`config.mk`:
```
export PLATFORM = sky130hd
export DESIGN_NAME = relay_rr_arbiter
export DESIGN_NICKNAME = d
export VERILOG_FILES = /design/src/rtl/relay_arb_pkg.sv /design/src/rtl/relay_rr_arbiter_rr_pick.sv /design/src/rtl/relay_rr_arbiter.sv
export SDC_FILE = /design/constraint.sdc
export NUM_CORES = 1
export LEC_CHECK = 0
export CORE_ASPECT_RATIO = 0.7
export CORE_MARGIN = 1
export CORE_UTILIZATION = 40
export CTS_CLUSTER_SIZE = 25
export DETAILED_ROUTE_END_ITERATION = 10
export PLACE_DENSITY = 0.95
export SLEW_MARGIN = 15
export SYNTH_ARGS = -nofsm -noshare
export SYNTH_HDL_FRONTEND = slang
export SYNTH_SLANG_ARGS = --single-unit
```
`constraint.sdc`:
```
create_clock -name clk -period 5.1 [get_ports clk]
set_input_delay 0.765 -clock clk [delete_from_list [all_inputs] [get_ports clk]]
set_output_delay 0.765 -clock clk [all_outputs]
set_load 0.05 [all_outputs]
```
`src/rtl/relay_arb_pkg.sv`:
```
// Shared types and helpers for the relay round-robin arbiter.
// Handshake: a source beat transfers in a cycle where in_empty_n[i] and in_read[i] are both high.
package relay_arb_pkg;

    typedef enum logic {
        ARB_IDLE,
        ARB_BURST
    } arb_state_t;

    // Successor of idx in a ring of n slots.
    function automatic int unsigned rr_next(input int unsigned idx, input int unsigned n);
        return (idx + 1 >= n) ? 0 : idx + 1;
    endfunction

endpackage

```
`src/rtl/relay_rr_arbiter_rr_pick.sv`:
```
// Rotate-priority encoder: first set req bit scanning start, start+1, ... mod NUM_SRC.
module rr_pick #(
    parameter int NUM_SRC = 4,
    parameter int SRC_W   = 2
) (
    input  logic [NUM_SRC-1:0] req,
    input  logic [SRC_W-1:0]   start,
    output logic               hit,
    output logic [SRC_W-1:0]   idx
);

    logic [SRC_W-1:0] cand;

    always_comb begin
        hit  = 1'b0;
        idx  = '0;
        cand = '0;
        for (int i = 0; i < NUM_SRC; i++) begin
            cand = SRC_W'((32'(start) + i) % NUM_SRC);
            if (!hit && req[cand]) begin
                hit = 1'b1;
                idx = cand;
            end
        end
    end

endmodule

```
`src/rtl/relay_rr_arbiter.sv`:
```
// N-to-1 round-robin burst arbiter feeding one relay_station write port.
// The write port is registered, so the downstream almost-full margin must cover one extra beat.
module relay_rr_arbiter
    import relay_arb_pkg::*;
#(
    parameter int NUM_SRC    = 4,
    parameter int DATA_WIDTH = 32,
    parameter int MAX_BURST  = 4,
    parameter int SRC_W      = (NUM_SRC > 1) ? $clog2(NUM_SRC) : 1
) (
    input  logic                          clk,
    input  logic                          rst,
    input  logic [NUM_SRC-1:0]            in_empty_n,
    output logic [NUM_SRC-1:0]            in_read,
    input  logic [NUM_SRC*DATA_WIDTH-1:0] in_dout,
    input  logic                          out_full_n,
    output logic                          out_write,
    output logic [DATA_WIDTH-1:0]         out_din,
    output logic [SRC_W-1:0]              out_src
);

    localparam int CNT_W = $clog2(MAX_BURST + 1);
    localparam logic [CNT_W-1:0] LAST_BEAT = CNT_W'(MAX_BURST - 1);

    arb_state_t              state_q, state_d;
    logic [SRC_W-1:0]        gnt_q, gnt_d;
    logic [SRC_W-1:0]        rr_ptr_q, rr_ptr_d;
    logic [CNT_W-1:0]        beat_cnt_q, beat_cnt_d;
    logic                    out_write_q, out_write_d;
    logic [DATA_WIDTH-1:0]   out_din_q, out_din_d;
    logic [SRC_W-1:0]        out_src_q, out_src_d;

    logic                    head_valid;
    logic [DATA_WIDTH-1:0]   head_data;
    logic                    pop;
    logic                    burst_done;
    logic [SRC_W-1:0]        pick_start;
    logic                    pick_hit;
    logic [SRC_W-1:0]        pick_idx;

    always_comb begin
        head_valid = 1'b0;
        head_data  = '0;
        for (int i = 0; i < NUM_SRC; i++) begin
            if (gnt_q == SRC_W'(i)) begin
                head_valid = in_empty_n[i];
                head_data  = in_dout[i*DATA_WIDTH +: DATA_WIDTH];
            end
        end
    end

    assign pop        = (state_q == ARB_BURST) && head_valid && out_full_n && !rst;
    // A stalled grant is never released: a dry source only counts while the sink can accept.
    assign burst_done = (state_q == ARB_BURST) &&
                        ((pop && (beat_cnt_q == LAST_BEAT)) || (out_full_n && !head_valid));

    // One picker serves both the idle scan and the same-cycle rearbitration on release.
    assign pick_start = (state_q == ARB_IDLE) ? rr_ptr_q
                                              : SRC_W'(rr_next(32'(gnt_q), 32'(NUM_SRC)));

    rr_pick #(
        .NUM_SRC (NUM_SRC),
        .SRC_W   (SRC_W)
    ) u_pick (
        .req   (in_empty_n),
        .start (pick_start),
        .hit   (pick_hit),
        .idx   (pick_idx)
    );

    always_comb begin
        for (int i = 0; i < NUM_SRC; i++) begin
            in_read[i] = pop && (gnt_q == SRC_W'(i));
        end
    end

    always_comb begin
        state_d    = state_q;
        gnt_d      = gnt_q;
        rr_ptr_d   = rr_ptr_q;
        beat_cnt_d = beat_cnt_q;
        case (state_q)
            ARB_IDLE: begin
                if (pick_hit) begin
                    state_d    = ARB_BURST;
                    gnt_d      = pick_idx;
                    beat_cnt_d = '0;
                end
            end
            ARB_BURST: begin
                if (pop) begin
                    beat_cnt_d = beat_cnt_q + CNT_W'(1);
                end
                if (burst_done) begin
                    rr_ptr_d   = pick_start;
                    beat_cnt_d = '0;
                    if (pick_hit) begin
                        gnt_d = pick_idx;
                    end else begin
                        state_d = ARB_IDLE;
                    end
                end
            end
            default: state_d = ARB_IDLE;
        endcase
    end

    always_comb begin
        out_write_d = pop;
        out_din_d   = pop ? head_data : out_din_q;
        out_src_d   = pop ? gnt_q : out_src_q;
    end

    always_ff @(posedge clk) begin
        if (rst) begin
            state_q     <= ARB_IDLE;
            gnt_q       <= '0;
            rr_ptr_q    <= '0;
            beat_cnt_q  <= '0;
            out_write_q <= 1'b0;
            out_din_q   <= '0;
            out_src_q   <= '0;
        end else begin
            state_q     <= state_d;
            gnt_q       <= gnt_d;
            rr_ptr_q    <= rr_ptr_d;
            beat_cnt_q  <= beat_cnt_d;
            out_write_q <= out_write_d;
            out_din_q   <= out_din_d;
            out_src_q   <= out_src_d;
        end
    end

    assign out_write = out_write_q;
    assign out_din   = out_din_q;
    assign out_src   = out_src_q;

endmodule

```
==> results.md, run 1 <==
- Status: finished clean
- Syn Area/Cell: approximately 7 sq um
- Hold buffer count at cts: 0
- Crit share post-route: ~80%
- Nets: 690
- Most used DFF post-synth: dfxtp_1
- Post-Place Setup Slack: approximately 1100 ps
- Initial Utilization: between 40% and 50%
- DRT Pass-1 Iters: 4
- Share of layout cells above drive strength 1: ~4.4%
- Req. time, crit path: 4340 ps
- Maximum clock rate: roughly 250 MHz
- HPWL after DPL: around 6900 microns
- Initial antenna violation count: 0
- Die width: between 100 and 150 microns
- Worst Skew: ~3.5 ps
- Cells after synthesis: between 400 and 500
- Placed Cells: 633
- Final setup vio count: 0
- CTS buffer count: 5
- Placeable Area: about 6400 sq um
- Total Power: approximately 1.1 mW
- Post-CTS resize count: 0
- Post-synthesis sequential area ratio: about a third
- Setup Fix Bufs, Post-CTS: 0
- Fillcell total: 548
- Die Y: just over 70 microns
- Port bufs: 173
- Vias: around 3300
- Setup TNS: 0 ps
- Htree depth: 2
- CP Class: in -> out
- Critical Path Start Type: input port
- TritonCTS clock tree: built
- Number of global-route vias before repair: 3209
- Drt total wl: 9200 microns
- Max-cap viol count: 0
- RePlAce Congestion: 0.818
- Hold Path Class: reg -> reg
- Multiplexer area fraction after synthesis: under 10%
- Worst Tran Pin Value: approximately 1100 ps
- CTS Sinks: 43
- Largest family of logic cells by synthesized area: simple AND/OR/NAND/NOR gates
- Final Instance Area: roughly 4600 sq um
- Total grt overflow: 0
- CP arrival: ~3200 ps
- Compound-Gate Fraction of Synth Area: approximately 27%
- Commonest cells after routing, fill and taps aside: clkdlybuf4s50_1 (169), a21oi_1 (91), nor2_1 (46)
- Residual DRC count: 0
- Cell Area, Synth: 2740 sq um
- Overall Global Routing Usage: around 25%
- IO Pins: roughly 170
- Post-Synth XOR/XNOR Area: 0%
- Storage element area: 861 sq um
- Syn_nets: 542
- EDFF count, synth: 0
- Relative slew slack: around 30%
- Worst-path fanout max: 23
- CTS Root Cell: clkbuf_8
- Post-route minimum period: ~4000 ps
- Non-filler instance count after layout: ~640
- Hold_ws: 455 ps
- Largest net degree at the start of global routing: 68
- Starting DRT DRC Count: 130
- Clock buffer depth: 2
- RSZ-0062 raised after global routing: no
- DR WL/cell: ~14 microns
- Leakage Power: ~1.7 nW
- Antenna diodes: 0
- Final Hold Viols: 0
- Synth async-reset ratio: 0%
- Seq cells post-synth: between 40 and 50
- Row Count: 24
- Worst-path clk slew: roughly 80 ps
- Synth Area in Simple Gates: roughly 30%
- Slew Viols, Final: 0
- First-pass GRT wire length: 14600 microns
- Area after DPL: approximately 4500 sq um
- Power Density: 238 nW/um^2
- Synth cell types: 32
- Multi-input logic area: roughly 1700 sq um
- Most common cell after layout, fill and taps aside: clkdlybuf4s50_1
- Die area: 7190 sq um
- Clk_lat worst skew: between 200 and 300 ps
- Final ANT Viol Nets: 0
- Area share of fa/ha/maj cells after synthesis: between 2 and 3%
- Yosys warnings: 0
- Peak VDD IR: roughly 0.00012 V
- Area growth, synth to finish: 69.1%
- Final Util: 72.1%
- Setup ws final: around 1100 ps
- Critical path endpoint category: output pin
- Avg Vias per Cell: 5.22
==> path summary, 6_finish.rpt <==
check | startpoint | end | slack, ps | depth (start not counted)
setup / recovery | rst | in_read[1] | 1110 | 6
setup reg to reg | gnt_q[1] | out_din[20] | 2140 | 8
hold / removal | beat_cnt_q[2] | beat_cnt_q[2] | 450 | 2
hold reg to reg | beat_cnt_q[2] | beat_cnt_q[2] | 450 | 2
==> registers in the layout (all words and copies together) (netlist names) <==
register / count
state_q: 1
rr_ptr_q: 2
out_src: 2
beat_cnt_q: 3
gnt_q: 2
out_din: 32
out_write: 1
==> final cells by class <==
type,instances,share of cell area [%]
Tap cell,91,2.46
Inverter,8,0.648
Multi-Input combinational cell,314,37.0
Clock buffer,5,1.48
Timing Repair Buffer,177,38.9
Clock inverter,3,0.945
Sequential cell,43,18.6
==> logic make-up after synthesis <==
| family | count (synthesis) |
|---|---|
| mux | 6 |
| flops | 43 |
| compound gates | 137 |
| simple gates | 165 |
| buf+inv | 44 |
| fa+ha+maj | 6 |
==> critical path: stages <==
cell,delay [ps]
clkdlybuf4s50_1,810
inv_1,750
nand4_1,240
inv_2,270
and2_1,230
buf_12,150
==> routing by layer <==
layer	part of all wire, %	wire length (microns)	vias up	GRT usage, %
met1	40	3720	1491	28.8
met4	1.6	143	0	6.12
met2	50	4570	138	47.6
met3	8.3	764	15	6.15
met5	0	0	-	0
li1	-	-	1701	-
==> power by group <==
part	internal, mW	leakage [nW]	switching (mW)
Sequential	0.356	0.349	0.0123
Clock	0.146	0.0581	0.116
Combinational	0.225	1.27	0.247
Total	0.726	1.68	0.375
==> Yosys cell counts (2+ instances only) <==
cell | instances | share of area, %
buf_2 | 5 | 0.91
nor2_1 | 46 | 6.3
or3_1 | 3 | 0.69
mux2i_1 | 4 | 1.5
buf_1 | 8 | 1.1
nand3b_1 | 37 | 10
a21oi_1 | 91 | 17
mux2_2 | 2 | 0.82
nor3b_1 | 2 | 0.55
o21ai_0 | 25 | 4.6
ha_1 | 6 | 2.7
nand4_1 | 2 | 0.46
nor3_1 | 9 | 1.6
o21ai_1 | 3 | 0.55
dfxtp_1 | 43 | 31
and2_1 | 4 | 0.91
nand3_1 | 21 | 3.8
clkbuf_1 | 23 | 3.2
a31oi_1 | 2 | 0.46
a211oi_1 | 10 | 2.7
nand2_1 | 38 | 5.2
inv_1 | 7 | 0.96
Note: power is estimated with default switching activity, not from simulation.
==> run 2, diff against run 1 <==
--- a/config.mk
+++ b/config.mk
@@ -7,10 +7,10 @@
 export LEC_CHECK = 0
 export CORE_ASPECT_RATIO = 0.7
 export CORE_MARGIN = 1
-export CORE_UTILIZATION = 40
+export CORE_UTILIZATION = 33
 export CTS_CLUSTER_SIZE = 25
 export DETAILED_ROUTE_END_ITERATION = 10
-export PLACE_DENSITY = 0.95
+export PLACE_DENSITY = 0.86
 export SLEW_MARGIN = 15
 export SYNTH_ARGS = -nofsm -noshare
 export SYNTH_HDL_FRONTEND = slang
==> constraint.sdc (replaced) <==
create_clock -name clk -period 3.6 [get_ports clk]
set_input_delay 0.54 -clock clk [delete_from_list [all_inputs] [get_ports clk]]
set_output_delay 0.54 -clock clk [all_outputs]
set_load 0.05 [all_outputs]
==> results.md, run 2 (same netlist as run 1, synthesis figures left out) <==
- Metal3 WL: about 620 microns
- Setup TNS: 0 ps
- Clock buffer depth: 2
- CTS Root Cell: clkbuf_16
- Relative slew slack: a little under three fifths
- Most common cell after layout, fill and taps aside: clkdlybuf4s50_1
- Critical path endpoint category: output pin
- Worst-path fanout max: 17
- TritonCTS clock tree: built
- RSZ-0062 raised after global routing: no
- Die Y: 78.2 microns
- Worst reg-to-reg path cell count: 8
- Flop2flop setup slack: about 1300 ps
- Initial antenna violation count: 0
- WHS Path Cells: 2
- Max-cap viol count: 0
- Share of layout cells above drive strength 1: under 10%
- Worst Skew: 5.27 ps
- Avg Vias per Cell: about 5.2
- DR WL/cell: around 15 microns
- Crit share post-route: 78.5%
- Antenna diodes: 0
- Area growth, synth to finish: 73.2%
- Port bufs: ~170
- Die area: roughly 8700 sq um
- Residual DRC count: 0
- Hold path startpoint: beat_cnt_q[2]
- Worst Tran Pin Value: approximately 640 ps
- Hold Path End: beat_cnt_q[2]
- IO Pins: ~170
- Final ANT Viol Nets: 0
- Met2 wire len: around 4600 microns
- Post-route minimum period: approximately 2800 ps
- CTS buffer count: 5
- Vias: 3416
- Top Layer Used: met4
- Hold buffer count at cts: 0
- Peak VDD IR: approximately 0.00022 V
- Htree depth: 2
- CP Class: reg -> out
- Setup Fix Bufs, Post-CTS: 0
- Total grt overflow: 0
- Die width: 111 microns
- Placeable Area: a little under 8000 sq um
- Overall Global Routing Usage: between 20% and 30%
- Largest net degree at the start of global routing: 67
- DRT Pass-1 Iters: 4
- First-pass GRT wire length: ~15000 microns
- Final Util: between 50 and 60%
- Nets: approximately 690
- RePlAce Congestion: between 0.8 and 0.9
- Final Hold Viols: 0
- Status: finished clean
- Maximum clock rate: about 350 MHz
- CTS Sinks: 43
- Row Count: 27
- Commonest cells after routing, fill and taps aside: clkdlybuf4s50_1 (169), a21oi_1 (91), nor2_1 (46)
- Number of global-route vias before repair: 3249
- Hold Path Class: reg -> reg
- Clk_lat worst skew: between 200 and 300 ps
- Worst-path clk slew: roughly 60 ps
- Post-CTS resize count: 0
- R2R Path End: out_din[9]
- Reg-to-Reg Start: gnt_q[1]
- Starting DRT DRC Count: 167
- Met1 Routed Length: approximately 4200 microns
- Drt total wl: 9540 microns
- Slew Viols, Final: 0
- CP arrival: between 2000 and 2500 ps
- Initial Utilization: 34.5%
- Req. time, crit path: around 3000 ps
- Power Density: 374 nW/um^2
- Largest register FFs: 32
- HPWL after DPL: between 7000 and 8000 microns
- Leakage Power: around 1.7 nW
- Final setup vio count: 0
- Critical Path Start Type: register
==> run 2: cell type report <==
type	instances	area [sq um]
inverters	8	30.0
repair buffers	180	1820
clock buffers	6	129
fillers	727	3190
flip-flops and latches	43	861
multi-input cells	314	1720
well taps	101	126
clock inverters	2	60.1
==> run 2: worst max path at each step <==
| stage | start | endpoint | slack (ps) | depth (start not counted) |
|---|---|---|---|---|
| detailed placement | in_empty_n[1] | in_read[3] | 790 | 7 |
| global route | gnt_q[1] | in_read[2] | 610 | 8 |
| finish | gnt_q[1] | in_read[3] | 770 | 8 |
| floorplan | gnt_q[0] | in_read[0] | 1110 | 8 |
| global placement | in_empty_n[1] | in_read[3] | 860 | 7 |
| CTS | gnt_q[1] | in_read[3] | 750 | 8 |
==> run 2: critical path: stages (launching register included) <==
cell	delay, ps
dfxtp_1	340
inv_1	110
ha_2	340
a211oi_1	130
a211oi_2	300
nand4_1	180
inv_2	230
and2_1	220
buf_12	150
==> run 2: report_power, final <==
part,internal [mW],switching (mW),total [mW]
combinational,0.319,0.358,0.677
sequential,0.505,0.0170,0.522
clock,0.398,0.179,0.576
==> run 2: through the flow <==
stage	cells	total power [mW]	setup slack, ps	hold slack (ps)	area, sq um
4_1_cts	654	1.79	755	461	4750
3_5_place_dp	646	1.21	790	453	4560
3_3_place_gp	646	1.19	863	439	4560
6_report	654	1.78	773	464	4750
2_1_floorplan	401	0.929	1110	432	2740
5_1_grt	654	1.88	607	486	4750
==> run 2: routing by layer <==
layer / up-vias / GRT usage, %
met2: 150 / 38.6
met4: 0 / 4.93
met3: 10 / 6.10
met1: 1544 / 25.9
li1: 1712 / -
met5: - / 0
==> run 3, diff against run 2 <==
==> constraint.sdc (replaced) <==
create_clock -name clk -period 2.5 [get_ports clk]
set_input_delay 0.375 -clock clk [delete_from_list [all_inputs] [get_ports clk]]
set_output_delay 0.375 -clock clk [all_outputs]
set_load 0.05 [all_outputs]
==> results.md, run 3 (same netlist as run 1, synthesis figures left out) <==
- Status: finished clean
- Fillcell total: 712
- Starting DRT DRC Count: just over 90
- WHS Path Cells: 2
- CTS Sinks: 43
- Avg Vias per Cell: between 5 and 6
- IO Pins: 174
- Residual DRC count: 0
- CP Class: reg -> out
- Overall Global Routing Usage: between 20% and 30%
- Relative slew slack: 61.6%
- Leakage Power: 1.75 nW
- Worst-path fanout max: 7
- Area after DPL: about 4600 sq um
- Largest net degree at the start of global routing: 62
- Worst Skew: roughly 3.8 ps
- Hold Path Class: reg -> reg
- Setup crit start: gnt_q[1]
- Area growth, synth to finish: 74.6%
- R2R Path End: out_din[14]
- Initial antenna violation count: 0
- Total grt overflow: 0
- RSZ-0062 raised after global routing: yes
- Total Power: about 2.6 mW
- Die Y: between 70 and 80 microns
- Setup TNS: 0 ps
- Vias: about 3300
- Crit share post-route: 94.9%
- Most common cell after layout, fill and taps aside: clkdlybuf4s50_1
- Final Hold Viols: 0
- CP arrival: ~2000 ps
- Hold path startpoint: beat_cnt_q[2]
- Peak VDD IR: ~0.00032 V
- Clock buffer depth: 2
- First-pass GRT wire length: about 15000 microns
- Antenna diodes: 0
- Share of layout cells above drive strength 1: 6.10%
- Largest register FFs: 32
- Worst-path clk slew: 60 ps
- Hold Path End: beat_cnt_q[2]
- Critical path endpoint category: output pin
- DR WL/cell: between 10 and 15 microns
- Worst Tran Pin Value: 574 ps
- Final ANT Viol Nets: 0
- Clk_lat worst skew: ~280 ps
- Port bufs: roughly 170
- Drt total wl: between 9000 and 10000 microns
- Flop2flop setup slack: 410 ps
- Critical Path Start Type: register
- Die area: 8680 sq um
- CTS buffer count: 5
- Req. time, crit path: around 2100 ps
- Post-route minimum period: between 2000 and 2500 ps
- Final Util: between 60% and 70%
- Number of global-route vias before repair: 3080
- Htree depth: 2
- Maximum clock rate: 422 MHz
- DRT Pass-1 Iters: 4
- Max-cap viol count: 0
- Placeable Area: slightly below 8000 sq um
- Row Count: 27
- HPWL after DPL: 7220 microns
- Initial Utilization: between 30% and 40%
- RePlAce Congestion: around 0.8
- Slew Viols, Final: 0
- Die width: 111 microns
- CTS Root Cell: clkbuf_16
- Power Density: approximately 530 nW/um^2
- TritonCTS clock tree: built
- Worst reg-to-reg path cell count: 8
- Final Instance Area: roughly 4800 sq um
- Reg-to-Reg Start: gnt_q[1]
- Final setup vio count: 0
- Nets: about 700
- Commonest cells after routing, fill and taps aside: clkdlybuf4s50_1 (169), a21oi_1 (91), nor2_1 (46)
## run 3: changes by cell type in the layout (fill, tap and decap cells not counted)
cell,delta
buf_4,+4
dfxtp_1,-2
dfxtp_2,+2
and2_1,-1
and2_4,+1
clkbuf_1,-1
clkinvlp_4,+1
## run 3: layout make-up
class | count | area, sq um | share of cell area [%]
timing repair buffer | 184 | 1850 | 38.8
multi-input combinational | 314 | 1720 | 35.9
sequential | 43 | 863 | 18.0
tap | 101 | 126 | 2.64
clock buffer | 5 | 125 | 2.62
clock inverter | 3 | 67.6 | 1.41
inverter | 8 | 30.0 | 0.628
## run 3: per-layer routing
layer,part of all wire [%],global-route usage [%],up-vias
met4,0.97,4.40,0
met1,46,26.1,1463
met3,6.1,4.86,8
met2,47,37.7,107
met5,0,0,-
li1,-,-,1720
## run 3: repair_timing
| item | CTS | global route |
|---|---|---|
| setup endpoints to repair | 0 | 4 |
| hold buffers | 0 | 0 |
| gates resized for setup | 0 | 3 |
| setup buffers | 0 | 1 |
## run 3: through the flow
step	hold slack, ps	worst slack (ps)	std cells
2_1_floorplan	432	174	401
3_3_place_gp	439	228	649
3_5_place_dp	451	176	649
4_1_cts	460	74.0	657
5_1_grt	496	-20.8	658
6_report	461	128	658
## run 3: worst max path at each step
stage                        to  slack [ps]  cells after the start
global route         in_read[1]         -20                      8
CTS                  in_read[1]          70                      8
detailed placement  out_din[14]         180                      7
finish               in_read[1]         130                      8
global placement     in_read[2]         230                      7
floorplan            in_read[0]         170                      8
## run 3: power by group
group	total (mW)	switching [mW]	internal (mW)
sequential	0.753	0.0248	0.728
combinational	0.977	0.513	0.464
clock	0.826	0.254	0.572
total	2.56	0.792	1.76
## run 3: worst max-delay path, stage by stage, from the launching register on
cell      delay [ps]
dfxtp_2          350
inv_1             80
ha_2             220
nand3b_1         180
a211oi_2         270
nand4_1          170
inv_2            130
and2_1           180
buf_12           150
